$ cat src/rtl/risc16_pkg.sv
// Shared RISC-16 definitions: datapath widths, NOP encoding and fetch state type.
package risc16_pkg;

    localparam int unsigned IMEM_ADDR_W  = 16;
    localparam int unsigned INSTR_W      = 16;
    localparam int unsigned FETCH_CNT_W  = 16;

    localparam logic [INSTR_W-1:0] NOP_INSTR = 16'h0000;

    typedef enum logic {
        FS_RUN  = 1'b0,
        FS_HALT = 1'b1
    } fetch_state_e;

endpackage

$ cat src/rtl/fetch_next_pc.sv
// Next-PC select for the fetch stage: halt > redirect > stall > sequential advance.
module fetch_next_pc
    import risc16_pkg::*;
#(
    parameter int unsigned ADDR_WIDTH = IMEM_ADDR_W
) (
    input  logic                  run_i,
    input  logic                  halt_i,
    input  logic                  redirect_valid_i,
    input  logic                  stall_i,
    input  logic [ADDR_WIDTH-1:0] pc_i,
    input  logic [ADDR_WIDTH-1:0] redirect_pc_i,
    output logic [ADDR_WIDTH-1:0] next_pc_o,
    output logic                  advance_o
);

    always_comb begin
        next_pc_o = pc_i;
        advance_o = 1'b0;
        if (run_i && !halt_i) begin
            if (redirect_valid_i) begin
                next_pc_o = redirect_pc_i;
            end else if (!stall_i) begin
                // Natural wrap at 2^ADDR_WIDTH; word-addressed so no alignment concerns
                next_pc_o = pc_i + ADDR_WIDTH'(1);
                advance_o = 1'b1;
            end
        end
    end

endmodule

$ cat src/rtl/instr_fetch_unit.sv
// RISC-16 fetch stage: owns the PC, drives the instruction memory port and fills IF/ID.
module instr_fetch_unit
    import risc16_pkg::*;
#(
    parameter int unsigned           ADDR_WIDTH  = IMEM_ADDR_W,
    parameter int unsigned           INSTR_WIDTH = INSTR_W,
    parameter logic [ADDR_WIDTH-1:0] RESET_PC    = '0
) (
    input  logic                   clk,
    input  logic                   rst,
    output logic [ADDR_WIDTH-1:0]  pc_out,
    input  logic [INSTR_WIDTH-1:0] instr_in,
    input  logic                   stall,
    input  logic                   redirect_valid,
    input  logic [ADDR_WIDTH-1:0]  redirect_pc,
    input  logic                   halt,
    output logic [INSTR_WIDTH-1:0] if_instr,
    output logic [ADDR_WIDTH-1:0]  if_pc,
    output logic                   if_valid,
    output logic                   halted,
    output logic [FETCH_CNT_W-1:0] fetch_count
);

    localparam logic [INSTR_WIDTH-1:0] NOP_W   = INSTR_WIDTH'(NOP_INSTR);
    localparam logic [FETCH_CNT_W-1:0] CNT_MAX = '1;

    fetch_state_e            state_q, state_d;
    logic [ADDR_WIDTH-1:0]   pc_q, pc_d;
    logic [INSTR_WIDTH-1:0]  if_instr_q, if_instr_d;
    logic [ADDR_WIDTH-1:0]   if_pc_q, if_pc_d;
    logic                    if_valid_q, if_valid_d;
    logic [FETCH_CNT_W-1:0]  fetch_count_q, fetch_count_d;
    logic                    advance;

    fetch_next_pc #(
        .ADDR_WIDTH (ADDR_WIDTH)
    ) u_next_pc (
        .run_i            (state_q == FS_RUN),
        .halt_i           (halt),
        .redirect_valid_i (redirect_valid),
        .stall_i          (stall),
        .pc_i             (pc_q),
        .redirect_pc_i    (redirect_pc),
        .next_pc_o        (pc_d),
        .advance_o        (advance)
    );

    always_ff @(posedge clk or posedge rst) begin
        if (rst) begin
            state_q       <= FS_RUN;
            pc_q          <= RESET_PC;
            if_instr_q    <= NOP_W;
            if_pc_q       <= '0;
            if_valid_q    <= 1'b0;
            fetch_count_q <= '0;
        end else begin
            state_q       <= state_d;
            pc_q          <= pc_d;
            if_instr_q    <= if_instr_d;
            if_pc_q       <= if_pc_d;
            if_valid_q    <= if_valid_d;
            fetch_count_q <= fetch_count_d;
        end
    end

    // State transition and IF/ID update; HALT freezes everything until reset
    always_comb begin
        state_d       = state_q;
        if_instr_d    = if_instr_q;
        if_pc_d       = if_pc_q;
        if_valid_d    = if_valid_q;
        fetch_count_d = fetch_count_q;
        case (state_q)
            FS_RUN: begin
                if (halt) begin
                    state_d    = FS_HALT;
                    if_valid_d = 1'b0;
                    if_instr_d = NOP_W;
                end else if (redirect_valid) begin
                    // Squash the wrong-path word fetched this cycle
                    if_valid_d = 1'b0;
                    if_instr_d = NOP_W;
                end else if (advance) begin
                    if_instr_d = instr_in;
                    if_pc_d    = pc_q;
                    if_valid_d = 1'b1;
                    if (fetch_count_q != CNT_MAX) begin
                        fetch_count_d = fetch_count_q + FETCH_CNT_W'(1);
                    end
                end
            end
            FS_HALT: begin
                state_d = FS_HALT;
            end
            default: begin
                state_d = FS_RUN;
            end
        endcase
    end

    assign pc_out      = pc_q;
    assign if_instr    = if_instr_q;
    assign if_pc       = if_pc_q;
    assign if_valid    = if_valid_q;
    assign halted      = (state_q == FS_HALT);
    assign fetch_count = fetch_count_q;

endmodule

$ cat config.mk
export PLATFORM = sky130hd
export DESIGN_NAME = instr_fetch_unit
export DESIGN_NICKNAME = d
export VERILOG_FILES = /design/src/rtl/risc16_pkg.sv /design/src/rtl/fetch_next_pc.sv /design/src/rtl/instr_fetch_unit.sv
export SDC_FILE = /design/constraint.sdc
export NUM_CORES = 1
export LEC_CHECK = 0
export CORE_MARGIN = 2
export CORE_UTILIZATION = 46
export DETAILED_ROUTE_END_ITERATION = 10
export GPL_ROUTABILITY_DRIVEN = 0
export GPL_TIMING_DRIVEN = 0
export HOLD_SLACK_MARGIN = 0.05
export PLACE_DENSITY = 0.86
export SYNTH_ARGS = -nofsm -noshare
export SYNTH_HDL_FRONTEND = slang
export SYNTH_SLANG_ARGS = --single-unit
$ cat constraint.sdc
create_clock -name clk -period 2.1 [get_ports clk]
set_input_delay 0.315 -clock clk [delete_from_list [all_inputs] [get_ports clk]]
set_output_delay 0.315 -clock clk [all_outputs]
set_load 0.05 [all_outputs]
=== After elaboration in Yosys (flattened, before gate mapping) ===
Index checks and enable logic that the tools add are counted.

* $add $sub $neg: 2
* Multipliers: 0
* Divide/modulo/power cells: 0
* Order comparisons: 0
* Eq/ne operators: 2
* Shift operators: 0
* Muxes and demuxes: 13
* Bitwise operators: 3
* Reduce and logical (&&, ||, !) cells: 7

{| class="wikitable"
|+ Operators by type and width
! cell !! number
|-
| 16-bit 2-to-1 mux || 5
|-
| 16-bit by 1-bit adder with 16-bit output (second input constant) || 2
|-
| 16-bit inequality test (second input constant) || 1
|-
| 1-bit 2-to-1 mux || 7
|-
| 5-bit AND reduction || 1
|-
| 2-bit AND reduction || 2
|-
| 4-bit AND reduction || 1
|-
| 1-bit NOT || 3
|-
| 3-bit nonzero test || 1
|-
| 2-bit by 1-bit inequality test with 1-bit output (second input constant) || 1
|-
| 1-bit one-hot mux with 2 select lines || 1
|-
| 1-bit logical AND || 1
|-
| 1-bit zero test || 1
|}

* Flip-flop bits (word level): 66
* Bits in latches: 0
* Memory bits (writable): 0
* ROM bits: 0
* Output and inout port bits: 66
* Memories kept: 0

=== Depth between registers and ports, before layout ===
* Word-level depth: 6
* Mapped depth: 6
* Gate-level depth less buffers: 5

=== Modules after synthesis ===
A second synthesis with hierarchy kept.

* Cell total of the unflattened synthesis: 273
* Area total of the unflattened synthesis: 3185.6 um^2

{| class="wikitable"
|+ By module, submodules not included
! module !! times used !! cells each !! area each (um^2) !! sequential area each (um^2)
|-
| instr_fetch_unit || 1 || 165 || 2467.4 || 1651.6
|-
| fetch_next_pc || 1 || 108 || 718.2 || 0.0
|}

=== Worst setup path before layout ===
No wires, ideal clock.

* Kind: register to register
* Start point: register fetch_count_q[0] (netlist: fetch_count[0])
* End point: register fetch_count_q[13] (netlist: fetch_count[13])
* Library setup time: 0.146 ns
* Data arrival time: 2.032 ns
* Required time: 1.954 ns
* Slack: -0.078 ns
* Stages on the path, launching flop included: 7
* Cells stage by stage: dfrtp_1 -> ha_1 -> nand4_1 -> nor4b_1 -> clkbuf_1 -> nor3_1 -> xor2_1

* Longest elaborated chain between the ends: 2
* Elaborated cells between the ends (all ways): 3

{| class="wikitable"
|+ RTL lines
! item !! line !! source
|-
| from (decl) || instr_fetch_unit.sv:32 || <nowiki>logic [FETCH_CNT_W-1:0] fetch_count_q, fetch_count_d;</nowiki>
|-
| from (signal assigned) || instr_fetch_unit.sv:62 || <nowiki>fetch_count_q <= fetch_count_d;</nowiki>
|-
| branches (longest 2 deep; another with 16-bit by 1-bit adder with 16-bit output) || - ||
|}

Several ways; the timed one is not identified.
A chain may end at the register's enable or synchronous reset.

=== Worst setup path in the final report ===
* Start point: input redirect_valid
* End point: register fetch_count_q[13] (netlist: fetch_count[13])

* Longest elaborated chain between the ends: 3
* Elaborated cells between the ends (all ways): 4

{| class="wikitable"
|+ RTL lines
! item !! line !! source
|-
| from (decl) || instr_fetch_unit.sv:14 || <nowiki>input logic redirect_valid,</nowiki>
|-
| 1-bit 2-to-1 mux || fetch_next_pc.sv:21 || <nowiki>if (redirect_valid_i) begin</nowiki>
|-
| 1-bit 2-to-1 mux || fetch_next_pc.sv:20 || <nowiki>if (run_i && !halt_i) begin</nowiki>
|-
| 5-bit AND reduction (no source line) * || - ||
|}

Mark *: on every way between the ends. The rest lies on a longest branch, timed or not.

==> impl_metrics.csv <==
group,metric,value,unit
grt,grt_pass1_vias,2754,
placed_design,detailed_place_hpwl,6120,µm
timing,fmax,492,MHz
timing,min_period_over_period,96.8,%
die,start_util,47.6,%
power,static-leakage-power,1.93,nW
drt,drt_iter0_markers,289,
die,die_w,85.3,µm
power,p_per_area,653,nW/µm²
yosys,yosys_warnings,0,
yosys,ys_async_sr_fraction,100,%
drt,vias,2927,
yosys,syn_inst,311,
layout,fin_nets,463,
worst_setup_path,cp_slowest_cell,"or4_4",
yosys,synth-edff-count,0,
die,rows,29,
timing,relSlewSlack,53.5,%
drt,drc,0,
die,dieArea,7280,µm²
clocking,h-tree-depth,3,
die,ios,103,
timing,hold_viol,0,
worst_setup_path,cp_data_arrival_time,2290,ps
worst_setup_path,critical_path.max_fanout,5,
yosys,yosys-top-cells-count,"nand2_1 (67), dfrtp_1 (66), a22o_1 (17), nand3_1 (17), clkbuf_1 (16)",
worst_setup_path,required,2360,ps
drt,ant_nets,0,
clocking,tritoncts,"built",
worst_setup_path,critPathKind,"in2reg",
grt,gr-total-overflow,0,
yosys,synth_cell_types,38,
worst_setup_path,worstSetupStartpointType,"input port",
yosys,yosys.area.top_type,"dfrtp_1",
timing,setup_ws,67.0,ps
placed_design,dp_slack,-578,ps
yosys,ys_ff_latch,66,
run,maxCapViolCount,0,
grt,grt_util_all_layers,23.4,%
layout,n_antenna_cell,0,
worst_hold_path,hp-class,"in2async",
layout,drive_gt1_share,7.94,%
yosys,synth_top_cell_area_share,54.3,%
yosys,syn-num-nets,350,
timing,tightest_slew,697,ps
grt,grt_max_degree,35,
power,power,2.87,mW
layout,stdcell_count,505,
timing,setup-tns-final,0,ps
worst_setup_path,crit_top_cell,"or4_4",
drt,post_drt_via_cell_ratio,5.80,
yosys,syn_area_per_cell,9.78,µm²
timing,maxSlewViolCount,0,
grt,grt_pass1_wl,13400,µm
run_status,status,"finished clean",
die,die_h,85.3,µm
worst_setup_path,cpPeakStageDelay,550,ps
yosys,synth_area_leaders,"dfrtp_1 (54%), nand2_1 (8.3%), a22o_1 (4.9%)",
timing,hold_slack,406,ps
worst_setup_path,crit_chain,"clkdlybuf4s50_1, or4_4, buf_4, or4_4, nor3_2, xor2_1",
clocking,cts-root-buf,"clkbuf_8",
yosys,synth_most_common_cell,"nand2_1",
drt,drt_wl_total,8410,µm
yosys,ys_seq_area_share,54.3,%
timing,skew,5.34,ps
clocking,ctsHoldBuffers,0,
worst_setup_path,worstSetupEndpointType,"register",
drt,wl_per_cell,16.6,µm
timing,finalSetupViolCount,0,
yosys,ys.flop_type,"dfrtp_1",
clocking,clk_latency,330,ps
grt,antenna_found_initial,0,
yosys,synthesis.area,3040,µm²
timing,min_period,2030,ps
clocking,cts.sinks,66,
placed_design,portBuffers,102,
layout,area_delta_synth_final,44.4,%
drt,dr.pass1.iters,6,
placed_design,placed_cells,491,
clocking,cts_setup_buffers,0,
clocking,cts.clk_slew.worst_paths,70,ps
power,ir_drop,0.381,mV
die,core_area,6390,µm²
timing,rsz0062_at_grt,"false",
clocking,cts_inserted_buffers,9,
clocking,max-clock-path-buffers,2,
worst max-delay path, delay by kind of cell:
family	cells	cell delay (ps)
buffers and inverters	2	610
XOR/XNOR	1	170
AND/OR/NAND/NOR	3	1200
placed cells by master, fill, tap and decap left out, types with 4 or more instances in the layout:
cell / count
nand4_1: 8
and3_1: 5
o21ai_0: 14
nor2_1: 11
nor4_1: 5
clkbuf_8: 11
clkbuf_2: 4
nand2_1: 67
clkbuf_1: 13
nand3_1: 17
and4_1: 4
a22o_1: 17
clkdlybuf4s50_1: 100
a21oi_1: 14
xor2_1: 15
nor3_1: 8
dfrtp_1: 63
or3_1: 5
what timing repair did:
item / 4_1_cts / 5_1_grt
pin swaps: 2 / 2
gates resized for setup: 5 / 13
setup endpoints to repair: 15 / 33
endpoints found under the hold margin: 0 / 0
worst paths after layout:
kind | startpoint | to | slack [ps] | cells after the start
min reg2reg | if_pc[13] | if_pc[13] | 470 | 2
min | rst | if_instr[15] | 410 | 2
max | redirect_valid | fetch_count[13] | 70 | 6
max reg2reg | pc_out[0] | pc_out[14] | 140 | 6
min in group clk | if_pc[13] | if_pc[13] | 470 | 2
max in group asynchronous | rst | fetch_count[0] | 1070 | 3
layout make-up:
class                           count  area, µm²
Multi-Input combinational cell    224       1350
Tap cell                           77       96.3
Sequential cell                    66       1660
Timing Repair Buffer              103       1040
Clock inverter                      2       12.5
Buffer                             16       68.8
Clock buffer                       13        159
Fill cell                         488       1990
Inverter                            4       15.0
stage by stage:
step	cell area, µm²	utilization [%]
floorplan	3040	-
global placement	4160	65.2
detailed placement	4180	65.5
CTS	4360	68.3
global route	4390	68.8
finish	4390	68.8
cells by family (layout without fill, tap and decap cells):
family | after synthesis | in the layout | synth area share [%]
AOI/OAI and AO/OA | 59 | 59 | 13.1
xor gates and xnor gates | 15 | 15 | 4.32
adders and majority gates | 2 | 2 | 0.823
buffers and inverters | 21 | 138 | 2.63
DFF | 66 | 66 | 54.3
muxes | 3 | 3 | 1.03
and+or+nand+nor | 145 | 145 | 23.8
metal layers:
layer	part of all wire, %	wire length [µm]	track usage (%)	vias to the layer above
met5	0	0	0	-
met4	1.8	155	9.67	0
met3	7.7	646	4.77	20
met2	50	4190	37.5	141
met1	41	3420	31.0	1420
li1	-	-	-	1346
flip-flops by register name, summed over array words and instances, names as in the netlist:
signal       flops
fetch_count     16
if_valid         1
halted           1
if_instr        16
pc_out          16
if_pc           16
report_power, final:
group / switching, mW / total, mW / internal, mW
registers: 0.0761 / 1.41 / 1.33
clock network: 0.453 / 0.939 / 0.486
logic: 0.323 / 0.525 / 0.202
total: 0.852 / 2.87 / 2.02
No activity file was read; power rests on OpenSTA's default activity.
